`src/rtl/golden_nonce_collector.sv`:
```
`default_nettype none
// ============================================================================
// Module      : golden_nonce_collector
// Description : Collects golden-ticket hits from NUM_HASHERS hasher channels,
//               corrects each nonce for the hasher pipeline offset, arbitrates
//               round-robin into a FIFO and feeds serial_transmit one word at
//               a time.
// Ports       : hash_clk       - sole clock
//               reset_in       - asynchronous active-low reset
//               hit_valid      - per-channel one-cycle hit strobe
//               hit_nonce      - raw nonce of channel i in [32i+31:32i]
//               serial_busy    - transmitter busy
//               clear_overflow - synchronous clear of overflow_count
//               serial_send    - one-cycle send pulse to the transmitter
//               golden_nonce   - corrected nonce, held from send until next pop
//               fifo_count     - FIFO occupancy
//               overflow_count - saturating count of dropped hits
// Revision    : 1.0 - initial release
// ============================================================================
module golden_nonce_collector #(
  parameter int          NUM_HASHERS         = 4,
  parameter logic [31:0] GOLDEN_NONCE_OFFSET = 32'd23,
  parameter int          FIFO_DEPTH          = 8,
  parameter int          OVF_W               = 16,
  parameter int          ACK_TIMEOUT         = 64
) (
  input  logic                        hash_clk,
  input  logic                        reset_in,
  input  logic [NUM_HASHERS-1:0]      hit_valid,
  input  logic [32*NUM_HASHERS-1:0]   hit_nonce,
  input  logic                        serial_busy,
  input  logic                        clear_overflow,
  output logic                        serial_send,
  output logic [31:0]                 golden_nonce,
  output logic [$clog2(FIFO_DEPTH):0] fifo_count,
  output logic [OVF_W-1:0]            overflow_count
);

  localparam int c_AW = $clog2(FIFO_DEPTH);
  localparam int c_CW = c_AW + 1;
  localparam int c_PW = (NUM_HASHERS > 1) ? $clog2(NUM_HASHERS) : 1;
  localparam int c_TW = (ACK_TIMEOUT > 1) ? $clog2(ACK_TIMEOUT) : 1;
  localparam int c_DW = $clog2(NUM_HASHERS + 1);

  typedef enum logic [1:0] {
    ST_IDLE = 2'd0,
    ST_SENT = 2'd1,
    ST_BUSY = 2'd2
  } state_t;

  state_t                 r_state;
  state_t                 w_state_nxt;
  logic                   w_pop;
  logic [c_TW-1:0]        r_to_cnt;

  logic [NUM_HASHERS-1:0] w_pend_vld;
  logic [31:0]            w_pend_nonce [NUM_HASHERS];
  logic [NUM_HASHERS-1:0] w_grant;
  logic [NUM_HASHERS-1:0] w_drop;
  logic                   w_grant_any;
  logic [c_PW-1:0]        w_grant_idx;
  logic [c_PW-1:0]        r_rr_ptr;

  logic [31:0]            r_mem [FIFO_DEPTH];
  logic [c_AW-1:0]        r_wr_ptr;
  logic [c_AW-1:0]        r_rd_ptr;
  logic                   w_full;
  logic [c_DW-1:0]        w_drop_cnt;
  logic [OVF_W:0]         w_ovf_sum;

  // Per-channel pending slot. A granted slot may be refilled by a hit in the
  // same cycle, so back-to-back hits on one channel stream at full rate.
  for (genvar i = 0; i < NUM_HASHERS; i++) begin : g_chan
    logic        r_vld;
    logic [31:0] r_nonce;

    always_ff @(posedge hash_clk or negedge reset_in) begin
      if (!reset_in) begin
        r_vld   <= 1'b0;
        r_nonce <= '0;
      end else if (hit_valid[i] && (!r_vld || w_grant[i])) begin
        r_vld   <= 1'b1;
        r_nonce <= hit_nonce[32*i +: 32] - GOLDEN_NONCE_OFFSET;
      end else if (w_grant[i]) begin
        r_vld   <= 1'b0;
      end
    end

    assign w_pend_vld[i]   = r_vld;
    assign w_pend_nonce[i] = r_nonce;
    assign w_drop[i]       = hit_valid[i] & r_vld & ~w_grant[i];
  end

  assign w_full     = (fifo_count == c_CW'(FIFO_DEPTH));
  assign w_drop_cnt = c_DW'($countones(w_drop));
  assign w_ovf_sum  = {1'b0, overflow_count} + (OVF_W+1)'(w_drop_cnt);

  // Round-robin: r_rr_ptr is the first channel searched, i.e. the one after
  // the last grant (channel 0 out of reset).
  always_comb begin
    int v_idx;
    v_idx       = 0;
    w_grant     = '0;
    w_grant_any = 1'b0;
    w_grant_idx = '0;
    if (!w_full) begin
      for (int j = 0; j < NUM_HASHERS; j++) begin
        v_idx = int'(r_rr_ptr) + j;
        if (v_idx >= NUM_HASHERS) v_idx = v_idx - NUM_HASHERS;
        if (!w_grant_any && w_pend_vld[c_PW'(v_idx)]) begin
          w_grant[c_PW'(v_idx)] = 1'b1;
          w_grant_any           = 1'b1;
          w_grant_idx           = c_PW'(v_idx);
        end
      end
    end
  end

  // Send FSM next state; the pop decision doubles as the next serial_send.
  always_comb begin
    w_state_nxt = r_state;
    w_pop       = 1'b0;
    case (r_state)
      ST_IDLE: begin
        if ((fifo_count != '0) && !serial_busy) begin
          w_pop       = 1'b1;
          w_state_nxt = ST_SENT;
        end
      end
      ST_SENT: begin
        if (serial_busy)
          w_state_nxt = ST_BUSY;
        else if (r_to_cnt == c_TW'(ACK_TIMEOUT - 1))
          w_state_nxt = ST_IDLE;  // no acknowledge: word is abandoned
      end
      ST_BUSY: begin
        if (!serial_busy) w_state_nxt = ST_IDLE;
      end
      default: w_state_nxt = ST_IDLE;
    endcase
  end

  // FIFO storage carries no reset; validity is tracked by the pointers.
  always_ff @(posedge hash_clk) begin
    if (w_grant_any) r_mem[r_wr_ptr] <= w_pend_nonce[w_grant_idx];
  end

  always_ff @(posedge hash_clk or negedge reset_in) begin
    if (!reset_in) begin
      r_wr_ptr       <= '0;
      r_rd_ptr       <= '0;
      fifo_count     <= '0;
      r_rr_ptr       <= '0;
      overflow_count <= '0;
      r_state        <= ST_IDLE;
      r_to_cnt       <= '0;
      serial_send    <= 1'b0;
      golden_nonce   <= '0;
    end else begin
      r_state     <= w_state_nxt;
      serial_send <= w_pop;

      if (w_grant_any) begin
        r_wr_ptr <= r_wr_ptr + 1'b1;
        if (w_grant_idx == c_PW'(NUM_HASHERS - 1)) r_rr_ptr <= '0;
        else                                       r_rr_ptr <= w_grant_idx + 1'b1;
      end

      if (w_pop) begin
        r_rd_ptr     <= r_rd_ptr + 1'b1;
        golden_nonce <= r_mem[r_rd_ptr];
      end

      if (w_grant_any && !w_pop)      fifo_count <= fifo_count + 1'b1;
      else if (!w_grant_any && w_pop) fifo_count <= fifo_count - 1'b1;

      if (clear_overflow)      overflow_count <= OVF_W'(w_drop_cnt);
      else if (w_ovf_sum[OVF_W]) overflow_count <= '1;
      else                     overflow_count <= w_ovf_sum[OVF_W-1:0];

      if (r_state != ST_SENT)  r_to_cnt <= '0;
      else if (!serial_busy)   r_to_cnt <= r_to_cnt + 1'b1;
    end
  end

endmodule
`default_nettype wire
```
`config.mk`:
```
export PLATFORM = sky130hd
export DESIGN_NAME = golden_nonce_collector
export DESIGN_NICKNAME = d
export VERILOG_FILES = /design/src/rtl/golden_nonce_collector.sv
export SDC_FILE = /design/constraint.sdc
export NUM_CORES = 1
export LEC_CHECK = 0
export ABC_AREA = 0
export BUFFER_PORTS_ARGS = -buffer_cell sky130_fd_sc_hd__buf_2
export CAP_MARGIN = 20
export CORE_MARGIN = 5
export CORE_UTILIZATION = 39
export CTS_CLUSTER_DIAMETER = 80
export DETAILED_ROUTE_END_ITERATION = 8
export SLEW_MARGIN = 20
export SYNTH_ARGS = -nofsm -noshare
export SYNTH_HDL_FRONTEND = slang
export SYNTH_SLANG_ARGS = --single-unit
```
`constraint.sdc`:
```
create_clock -name hash_clk -period 6.2 [get_ports hash_clk]
set_clock_uncertainty 0.2 [all_clocks]
set_input_delay 0.93 -clock hash_clk [delete_from_list [all_inputs] [get_ports hash_clk]]
set_output_delay 0.93 -clock hash_clk [all_outputs]
set_load 0.1 [all_outputs]
```
* Word-level counts from Yosys, hierarchy flattened
Memories as Yosys holds them, arrays and structs flattened. A register that Yosys moved wholly into a read port is not among the register bits. Index checks and enable logic that the tools add are counted.
Storage, ports and cells: bits in registers 169, bits in writable memories 256, input bits 136, output and inout port bits 53, word-level logic and storage cells 190, memories 1
Operators by class: $add $sub $neg 21, $lt $le $gt $ge 13, eq/ne operators 10, muxes and demuxes 76, bitwise gates (word level) 16, reductions and logical operators 37
Memory list:
- r_mem | depth 8, bits a word 32, read ports 1, clocked after Yosys merged registers in 1, write ports 1, line 64 | logic [31:0] r_mem [FIFO_DEPTH];
Operators with widths (number):
- subtractor 32 x 5 -> 32 bit, second input constant | 4
- binary-select mux 32 bit (select 2 bit) | 1
- 2-to-1 mux 32 bit | 2
- 2-to-1 mux 4 bit | 10
- 2-to-1 mux 2 bit | 18
- 2-to-1 mux 1 bit | 32
- 2-to-1 mux 16 bit | 2
- adder 16 x 3 -> 17 bit | 1
- less-than comparator 2 x 4 -> 1 bit, second input constant | 4
- logical AND 1 bit | 14
- >= comparator 3 bit, second input constant | 4
- 2-to-1 mux 6 bit | 2
- OR 4 bit | 3
- logical NOT 1 bit | 11
- nonzero test 2 bit | 5
- AND 1 bit | 8
- binary-select mux 1 bit (select 2 bit) | 4
- demux 1 bit (select 2 bit) | 4
- >= comparator 2 x 1 -> 1 bit, second input constant | 4
- subtractor 2 x 1 -> 2 bit, second input constant | 4
- adder 2 x 2 -> 3 bit, second input constant | 2
- adder 3 x 1 -> 3 bit, second input constant | 2
- adder 6 x 1 -> 6 bit, second input constant | 1
- == test 6 bit, second input constant | 1
- other kinds (20) | 30

* Depth between registers and ports, before layout
Gate-level depths: netlist of the first run.
depth in word-level cells 27, mapped depth 21, gate-level depth less buffers 19

* Worst setup path after synthesis of the first run
Ideal clock, no wire load.
path type reg2reg, start point register r_rr_ptr[1], end point register overflow_count[10], library setup time 0.078 ns, arrival time 5.186 ns, required time 5.922 ns, path slack 0.736 ns, stages on the path, launching flop included 20, buffers on the path 3, clock period less this slack 5.464 ns, cell sequence dfrtp_1 > clkbuf_1 > inv_1 > ha_1 > buf_2 > mux4_2 > or3_1 > o22ai_1 > a21boi_1 > and2_1 > fa_1 > ha_1 > ha_1 > inv_1 > fa_1 > nor2b_1 > or2_2 > or4b_1 > clkbuf_1 > a21oi_1
On the way: word-level cells in the longest chain between the ends 27, elaborated cells between the ends (all ways) 88, those cells by class add/sub (11); order compare (12); mux (44); bitwise (11); reduce/logical (10)
Ends and longest elaborated chain:
- start: declaration | line 62 | logic [c_PW-1:0] r_rr_ptr;
- start signal: assignment | line 166 | else r_rr_ptr <= w_grant_idx + 1'b1;
- branches (longest 18 deep; another with less-than comparator 2 x 4 -> 1 bit)
- 2-to-1 mux 4 bit (*) | line 110 | if (!w_grant_any && w_pend_vld[c_PW'(v_idx)]) begin
- 2-to-1 mux 4 bit (*) | line 106 | if (!w_full) begin
- NOT 1 bit | line 91 | assign w_drop[i] = hit_valid[i] & r_vld & ~w_grant[i];
- AND 1 bit | line 91
- adder 1 x 1 -> 2 bit (not written as such) | line 95 | assign w_drop_cnt = c_DW'($countones(w_drop));
- adder 2 x 2 -> 3 bit (not written as such) (*) | line 95
- adder 16 x 3 -> 17 bit (*) | line 96 | assign w_ovf_sum = {1'b0, overflow_count} + (OVF_W+1)'(w_drop_cnt);
- 2-to-1 mux 16 bit (*) | line 178 | else if (w_ovf_sum[OVF_W]) overflow_count <= '1;
- 2-to-1 mux 16 bit (*) | line 177 | if (clear_overflow) overflow_count <= OVF_W'(w_drop_cnt);
- end signal: assignment | line 177
- end signal: assignment | line 179 | else overflow_count <= w_ovf_sum[OVF_W-1:0];
- end: declaration | line 36 | output logic [OVF_W-1:0] overflow_count
Mark *: on every way between the ends. The select of a mux whose other input is x is not followed. A chain may end at the register's enable or synchronous reset.

* Worst setup path in the final report of the first run
start point register r_rr_ptr[0], end point register overflow_count[2]
On the way: word-level cells in the longest chain between the ends 27, elaborated cells between the ends (all ways) 88, those cells by class add/sub (11); order compare (12); mux (44); bitwise (11); reduce/logical (10)
Ends and longest elaborated chain (line):
- branches (longest 18 deep; another with less-than comparator 2 x 4 -> 1 bit)
- 2-to-1 mux 4 bit (*) | 110
- 2-to-1 mux 4 bit (*) | 106
- NOT 1 bit | 91
- AND 1 bit | 91
- adder 1 x 1 -> 2 bit (not written as such) | 95
- adder 2 x 2 -> 3 bit (not written as such) (*) | 95
- adder 16 x 3 -> 17 bit | 96
- 2-to-1 mux 16 bit | 178
- 2-to-1 mux 16 bit (*) | 177
Marked as above.

==> results by group, run 1 <==
Worst setup path
  – Critical path class: reg -> reg
  – Largest stage delay on the critical path: between 700 and 800 ps
  – Crit path buf inv count: 2
  – Critical Path AT: slightly above 6000 ps
  – CP Depth: 18
  – Critical Path Fanout Max: 14
  – Crit path capture: overflow_count[2]
  – Crit path from: r_rr_ptr[0]
  – R2R cell count: 18
  – FF-to-FF End: overflow_count[2]
  – R2R Path Start: r_rr_ptr[0]
  – Top delay family on crit path: adder cells
  – Worst setup SP type: register
  – CP max-delay cell: or4b_1
  – Crit. End Element: register
  – CP Cell Sequence: inv_1 -> ha_1 -> mux4_2 -> nor2_1 -> o2111ai_1 -> a31oi_1 -> nor2_1 -> and2_1 -> fa_1 -> ha_1 -> ha_1 -> inv_1 -> fa_1 -> nor2b_1 -> or2_2 -> or4b_1 -> o21ai_0 -> mux2_2
  – R2r setup slk: ~410 ps
  – Critical Path Most Common Cell: ha_1
  – Required time of the critical path: ~6500 ps

STA
  – Final period utilization: 93.34%
  – Worst Hold Margin: approximately 70 ps
  – Max Slew Vio Count: 0
  – Tightest Pin Transition: 1033 ps
  – RSZ-0062 raised after global routing: no
  – Final worst slack: 413.1 ps
  – # setup viols final: 0
  – FMAX: around 0.17 GHz
  – Final worst path period need: approximately 5800 ps
  – Setup TNS: 0 ps
  – Hold Fails Final Rpt: 0
  – Slew Limit Headroom: between 30% and 40%

Floorplan
  – # rows: 85
  – # IOs: between 150 and 200
  – Die area: 59510 sq um
  – Width of the die: 244.0 um
  – Starting density of the core: 39.51%
  – Core area: roughly 54000 sq um
  – Die Ht: around 240 um

Placed design
  – Placed wire-length estimate: 33.50 mm
  – GP Congestion: about 0.8
  – Post-Place Setup Slack: just under 500 ps
  – DP Area: around 23000 sq um
  – # port buffers: approximately 190

Cells and area
  – Fillers: between 4000 and 5000
  – Final instance area: ~25000 sq um
  – Proportion of layout cells with a drive suffix above 1: a little under a quarter
  – Fin nets: between 1500 and 2000
  – Area grow syn2layout: 16.57%

Pwr
  – Max VDD drop: about 0.32 mV
  – Leakage power figure: 9.850 nW
  – Pwr dens: around 640 nW/um^2

Run
  – Maxcap violations: 0

Synthesis
  – Top FF cell, synth: edfxtp_1
  – Number of distinct library cells after synthesis: between 60 and 70
  – Synth Area per Inst: 14.48 sq um
  – Ys Warns: 0
  – Post-synth EDFFs: approximately 260
  – Gate Count Post-Synth: about 1500
  – Synth Cell Area: approximately 21000 sq um
  – Syn Nets: ~1600
  – Seq cells post-synth: about 460
  – Post-synth ARST share: between 40% and 50%
  – Seq/Total Area, Yosys: around three fifths

Run status
  – Status: completed

Global route
  – Total Routing Usage GR: around 16%
  – Largest net degree at the start of global routing: 166
  – Initial antenna violation count: 15
  – First-pass GRT wire length: 76.56 mm
  – Total grt overflow: 0
  – Vias in the first global route: 13150

Clock network
  – Num CTS Buffers: 47
  – CTS sink cnt: 457
  – CTS tree: done
  – CTS root buf: clkbuf_16
  – Post-cts resize count: 0
  – Clock-pin slew on the worst setup and hold paths: around 60 ps
  – Clock tree buffer depth: 3
  – Htree depth: 2
  – Count of hold buffers inserted by post-cts repair: 0
  – Postcts setup bufs: 0
  – Worst-Skew Late Latency: ~590 ps

Routing
  – 1st-iter DRT viols: 602
  – Per-cell routed wire length: roughly 20 um
  – Remaining antenna violation count after routing: 0
  – Via count of the routed design: 12550
  – DR pass1 iterations: 5
  – WL final: 48.84 mm
  – Via density: 5.197
  – DRC violations left: 0

Hold path
  – Hold Path Class: in -> async
[registers in the layout (all words and copies together) (netlist names)]
name / cells
fifo_count: 4
g_chan.r_nonce: 128
r_state: 2
r_rr_ptr: 2
r_mem: 256
overflow_count: 16
r_wr_ptr: 3
r_to_cnt: 6
serial_send: 1
golden_nonce: 32
r_rd_ptr: 3
g_chan.r_vld: 4
[cell usage after synthesis, drive strengths merged (4+ instances only)]
cell | instances | share of area (%)
edfxtp | 256 | 36
dfrtp | 201 | 24
mux2i | 144 | 6.8
mux2 | 126 | 6.6
nand2 | 97 | 1.7
mux4 | 68 | 7.2
nor2 | 68 | 1.2
xnor2 | 66 | 2.7
xor2 | 65 | 2.7
o21ai | 43 | 1.0
buf | 36 | 0.87
clkbuf | 26 | 0.46
nor3 | 26 | 0.66
a21oi | 25 | 0.59
inv | 24 | 0.42
ha | 23 | 1.3
nand2b | 19 | 0.56
nand3 | 16 | 0.38
nor4 | 15 | 0.51
or3 | 12 | 0.38
nand3b | 10 | 0.35
nand4 | 10 | 0.29
nor2b | 10 | 0.29
or2 | 10 | 0.29
and2 | 9 | 0.26
a31oi | 7 | 0.23
o22ai | 7 | 0.21
or4 | 6 | 0.25
a2111oi | 5 | 0.28
a21o | 5 | 0.18
and3 | 5 | 0.15
a31o | 4 | 0.16
nor4b | 4 | 0.26
[worst min path at each step]
| stage | slack, ps | end | cells after the start | start |
|---|---|---|---|---|
| floorplan | 260 | r_wr_ptr[2] | 1 | r_wr_ptr[2] |
| global placement | 260 | golden_nonce[6] | 2 | golden_nonce[6] |
| detailed placement | 270 | golden_nonce[13] | 2 | golden_nonce[13] |
| CTS | 40 | golden_nonce[26] | 1 | reset_in |
| global route | 70 | golden_nonce[18] | 1 | reset_in |
| finish | 70 | golden_nonce[26] | 1 | reset_in |
[cell type report]
class / instances / area [sq um] / share of cell area, %
Antenna cell: 7 / 17.52 / 0.07039
Clock buffer: 59 / 1272 / 5.114
Clock inverter: 28 / 381.6 / 1.534
Inverter: 24 / 90.09 / 0.3620
Multi-Input combinational cell: 931 / 8363 / 33.61
Sequential cell: 457 / 12730 / 51.14
Tap cell: 696 / 870.8 / 3.500
Timing Repair Buffer: 213 / 1162 / 4.671
[per-layer routing]
layer  routed length, um  up-vias  global-route usage (%)  part of all wire, %
met1               21660     6300                   21.60                   44
met2               23450      228                   27.19                   48
met5                 125        -                       0                 0.26
li1                    -     5913                       -                    -
met4                1038       20                   4.132                  2.1
met3                2573       90                   3.997                  5.3
[through the flow]
stage	cells	total power, mW	util (%)
after detailed placement	2321	13.06	42.96
after CTS	2408	16.11	46.03
after global routing	2409	16.86	46.03
final	2415	15.88	46.06
after floorplan	1474	11.03	-
after global placement	2321	12.81	42.96
[layout by cell type, fill, tap and decap left out, drive strengths merged, types with 15 or more instances in the layout]
| cell type | instances |
|---|---|
| mux4 | 68 |
| nand2b | 19 |
| dfrtp | 201 |
| edfxtp | 256 |
| clkbuf | 60 |
| ha | 23 |
| nor2 | 68 |
| clkinv | 16 |
| o21ai | 43 |
| nand3 | 16 |
| nor3 | 26 |
| a21oi | 25 |
| xor2 | 65 |
| mux2 | 126 |
| nor4 | 15 |
| mux2i | 144 |
| inv | 25 |
| buf | 212 |
| nand2 | 97 |
| xnor2 | 66 |
[kinds of logic (layout without fill, tap and decap cells)]
family / count (synthesis) / after routing / synth area share [%]
buffers and inverters: 86 / 324 / 1.747
and+or+nand+nor: 325 / 325 / 7.878
xor gates and xnor gates: 131 / 131 / 5.375
DFF: 457 / 457 / 59.57
muxes: 338 / 338 / 20.57
other: 0 / 7 / 0
AOI/OAI and AO/OA: 111 / 111 / 3.224
adders and majority gates: 26 / 26 / 1.629
[worst register-to-register path, stage by stage, from the launching register on]
cell and delay [ps]:
dfrtp_1 340, inv_1 110, ha_1 500, mux4_2 560, nor2_1 330, o2111ai_1 190
a31oi_1 420, nor2_1 90, and2_1 180, fa_1 440, ha_1 210, ha_1 290
inv_1 70, fa_1 410, nor2b_1 150, or2_2 180, or4b_1 720, o21ai_0 170
mux2_2 160
[power breakdown]
part / internal [mW] / switching [mW]
Clock: 1.80 / 1.20
Sequential: 5.61 / 0.687
Combinational: 2.38 / 4.22
Power figures use the tool's default switching activity.
==> run 2, diff against run 1 <==
--- a/config.mk
+++ b/config.mk
@@ -5,13 +5,16 @@
 export SDC_FILE = /design/constraint.sdc
 export NUM_CORES = 1
 export LEC_CHECK = 0
-export ABC_AREA = 0
+export ABC_AREA = 1
 export BUFFER_PORTS_ARGS = -buffer_cell sky130_fd_sc_hd__buf_2
 export CAP_MARGIN = 20
+export CELL_PAD_IN_SITES_DETAIL_PLACEMENT = 2
+export CELL_PAD_IN_SITES_GLOBAL_PLACEMENT = 2
 export CORE_MARGIN = 5
-export CORE_UTILIZATION = 39
+export CORE_UTILIZATION = 37
 export CTS_CLUSTER_DIAMETER = 80
 export DETAILED_ROUTE_END_ITERATION = 8
+export PLACE_DENSITY_LB_ADDON = 0.1
 export SLEW_MARGIN = 20
 export SYNTH_ARGS = -nofsm -noshare
 export SYNTH_HDL_FRONTEND = slang
==> results by group, run 2 <==
Worst setup path
  – Required time of the critical path: 6540 ps
  – R2R Path Start: r_rr_ptr[0]
  – Critical path class: reg -> reg
  – Crit path from: r_rr_ptr[0]
  – R2R cell count: 26
  – R2r setup slk: ~790 ps
  – Critical Path Fanout Max: 12
  – Crit. End Element: register
  – FF-to-FF End: overflow_count[14]
  – Crit path capture: overflow_count[14]
  – Worst setup SP type: register
  – Critical Path AT: about 5800 ps

Synthesis
  – Synth Cell Area: approximately 23000 sq um
  – Post-synth EDFFs: 256
  – Count leader, synth: nand2_1
  – Number of distinct library cells after synthesis: 43
  – Area share of the largest cell type after synthesis: between 30 and 40%
  – Cell taking the most area after synthesis: edfxtp_1
  – Seq cells post-synth: about 460
  – Seq/Total Area, Yosys: a little under three fifths
  – Post-synth top cells: 684 x nand2_1, 306 x nor2_1, 272 x nand3_1
  – Syn Nets: roughly 2700
  – Top FF cell, synth: edfxtp_1
  – Top cells by area, synth: edfxtp_1 34%, dfrtp_1 22%, nand2_1 11%, nand3_1 6.0%, nor2_1 5.0%
  – Synth Area per Inst: approximately 9 sq um
  – Ys Warns: 0
  – Post-synth ARST share: a little over two fifths
  – Gate Count Post-Synth: 2565

Clock network
  – Count of hold buffers inserted by post-cts repair: 0
  – CTS sink cnt: about 460
  – Post-cts resize count: 0
  – Worst-Skew Late Latency: just over 600 ps
  – Htree depth: 2
  – Postcts setup bufs: 0
  – CTS tree: done
  – CTS root buf: clkbuf_16
  – Clock tree buffer depth: 3
  – Num CTS Buffers: about 50
  – Clock-pin slew on the worst setup and hold paths: 60 ps

Routing
  – Remaining antenna violation count after routing: 0
  – Per-cell routed wire length: between 20 and 25 um
  – Routed metal-1 wire length: ~34 mm
  – Via count of the routed design: 18780
  – DR pass1 iterations: 5
  – 1st-iter DRT viols: 973
  – DRC violations left: 0
  – Via density: approximately 5.3
  – Met2 routed WL: between 40 and 50 mm
  – WL met3: 2.409 mm
  – WL final: 80.34 mm
  – Highest routed layer: met5

Cells and area
  – Biggest register: r_mem
  – Commonest non-fill, non-tap cell in the layout: nand2_1
  – Area grow syn2layout: 14.75%
  – Largest registers: r_mem (256), g_chan.r_nonce (128), golden_nonce (32)
  – Proportion of layout cells with a drive suffix above 1: 12.29%
  – Fin nets: between 2000 and 3000
  – Fillers: 6837
  – Max reg flops: 256
  – Most frequent cells in the layout: 681 x nand2_1, 298 x nor2_1, 272 x nand3_1

Floorplan
  – Core area: slightly above 60000 sq um
  – Width of the die: approximately 260 um
  – Starting density of the core: 37.10%
  – Die Ht: 258.1 um
  – Die area: around 67000 sq um
  – # rows: 91
  – # IOs: 189

STA
  – RSZ-0062 raised after global routing: no
  – Setup TNS: 0 ps
  – Tightest Pin Transition: 1048 ps
  – Max Slew Vio Count: 0
  – # setup viols final: 0
  – FMAX: ~0.18 GHz
  – Final period utilization: a little under 90%
  – Hold Fails Final Rpt: 0
  – Final worst path period need: between 5000 and 6000 ps
  – Slew Limit Headroom: a little under a third

Placed design
  – Placed wire-length estimate: about 56 mm
  – # port buffers: ~190
  – GP Congestion: ~0.84

Global route
  – Initial antenna violation count: 3
  – Total grt overflow: 0
  – Largest net degree at the start of global routing: roughly 120
  – Vias in the first global route: ~21000
  – Total Routing Usage GR: approximately a quarter
  – First-pass GRT wire length: around 120 mm

Run status
  – Status: completed

Hold path
  – Hold Path Class: in -> async

Run
  – Maxcap violations: 0
-- run 2: worst max-delay path, cell delays in order, from the launching register on --
cell,delay (ps)
dfrtp_1,670
inv_6,130
ha_1,400
inv_1,70
nand2_1,100
inv_1,50
nand3_1,120
nor2_1,60
nor2_1,100
nand3_1,80
nand2_1,80
nand2_2,60
nor2_1,180
fa_1,460
ha_1,220
ha_1,320
inv_1,70
fa_1,430
o21ai_0,320
nand3_1,200
nor2_1,170
nand2_1,110
nor2_1,160
nand2_1,260
o21ai_0,160
o21ai_0,90
inv_1,60
-- run 2: per-layer routing --
| metal | up-vias | track usage (%) |
|---|---|---|
| li1 | 8764 | - |
| met1 | 9632 | 29.99 |
| met2 | 286 | 43.54 |
| met3 | 92 | 2.865 |
| met4 | 2 | 5.295 |
| met5 | - | 0 |
-- run 2: cells by family (layout without fill, tap and decap cells) --
family / Yosys count / after routing / synth area share [%]
compound gates: 244 / 244 / 6.529
xor+xnor: 126 / 126 / 4.847
fa+ha+maj: 26 / 26 / 1.528
buf+inv: 362 / 556 / 6.452
flops: 457 / 457 / 55.86
other cells: 0 / 2 / 0
simple gates: 1350 / 1350 / 24.79
-- run 2: cell type report --
type / count / area [sq um] / share of cell area (%)
clock buffer: 79 / 1461 / 5.594
sequential: 457 / 12720 / 48.69
inverter: 244 / 920.9 / 3.525
timing repair buffer: 216 / 1172 / 4.487
tap: 790 / 988.4 / 3.783
clock inverter: 17 / 247.7 / 0.9482
antenna: 2 / 5.005 / 0.01916
multi-input combinational: 1746 / 8610 / 32.95
-- run 2: stage by stage --
stage	instances	cell area (sq um)	setup WS, ps	hold slack [ps]	utilization, %
floorplan	2565	22770	1445	241.9	-
global placement	3453	24400	974.9	255.0	39.77
detailed placement	3453	24400	750.6	260.9	39.77
CTS	3549	26110	685.8	205.5	42.55
global route	3551	26130	227.5	236.7	42.57
finish	3551	26130	786.6	183.2	42.57
-- run 2: how the worst min path moves through the flow --
stage	from	to	slack [ps]	cells past startpoint
after floorplan	g_chan[0].r_nonce[0]	g_chan[0].r_nonce[0]	240	2
final	reset_in	r_to_cnt[3]	180	1
after global routing	reset_in	r_to_cnt[3]	240	1
after CTS	reset_in	golden_nonce[31]	210	1
after global placement	g_chan[3].r_nonce[0]	g_chan[3].r_nonce[0]	260	2
after detailed placement	golden_nonce[9]	golden_nonce[9]	260	2
Power of run 2 is not shown: default switching activity piles up to over one toggle a cycle in this logic, so the estimate is an artifact.
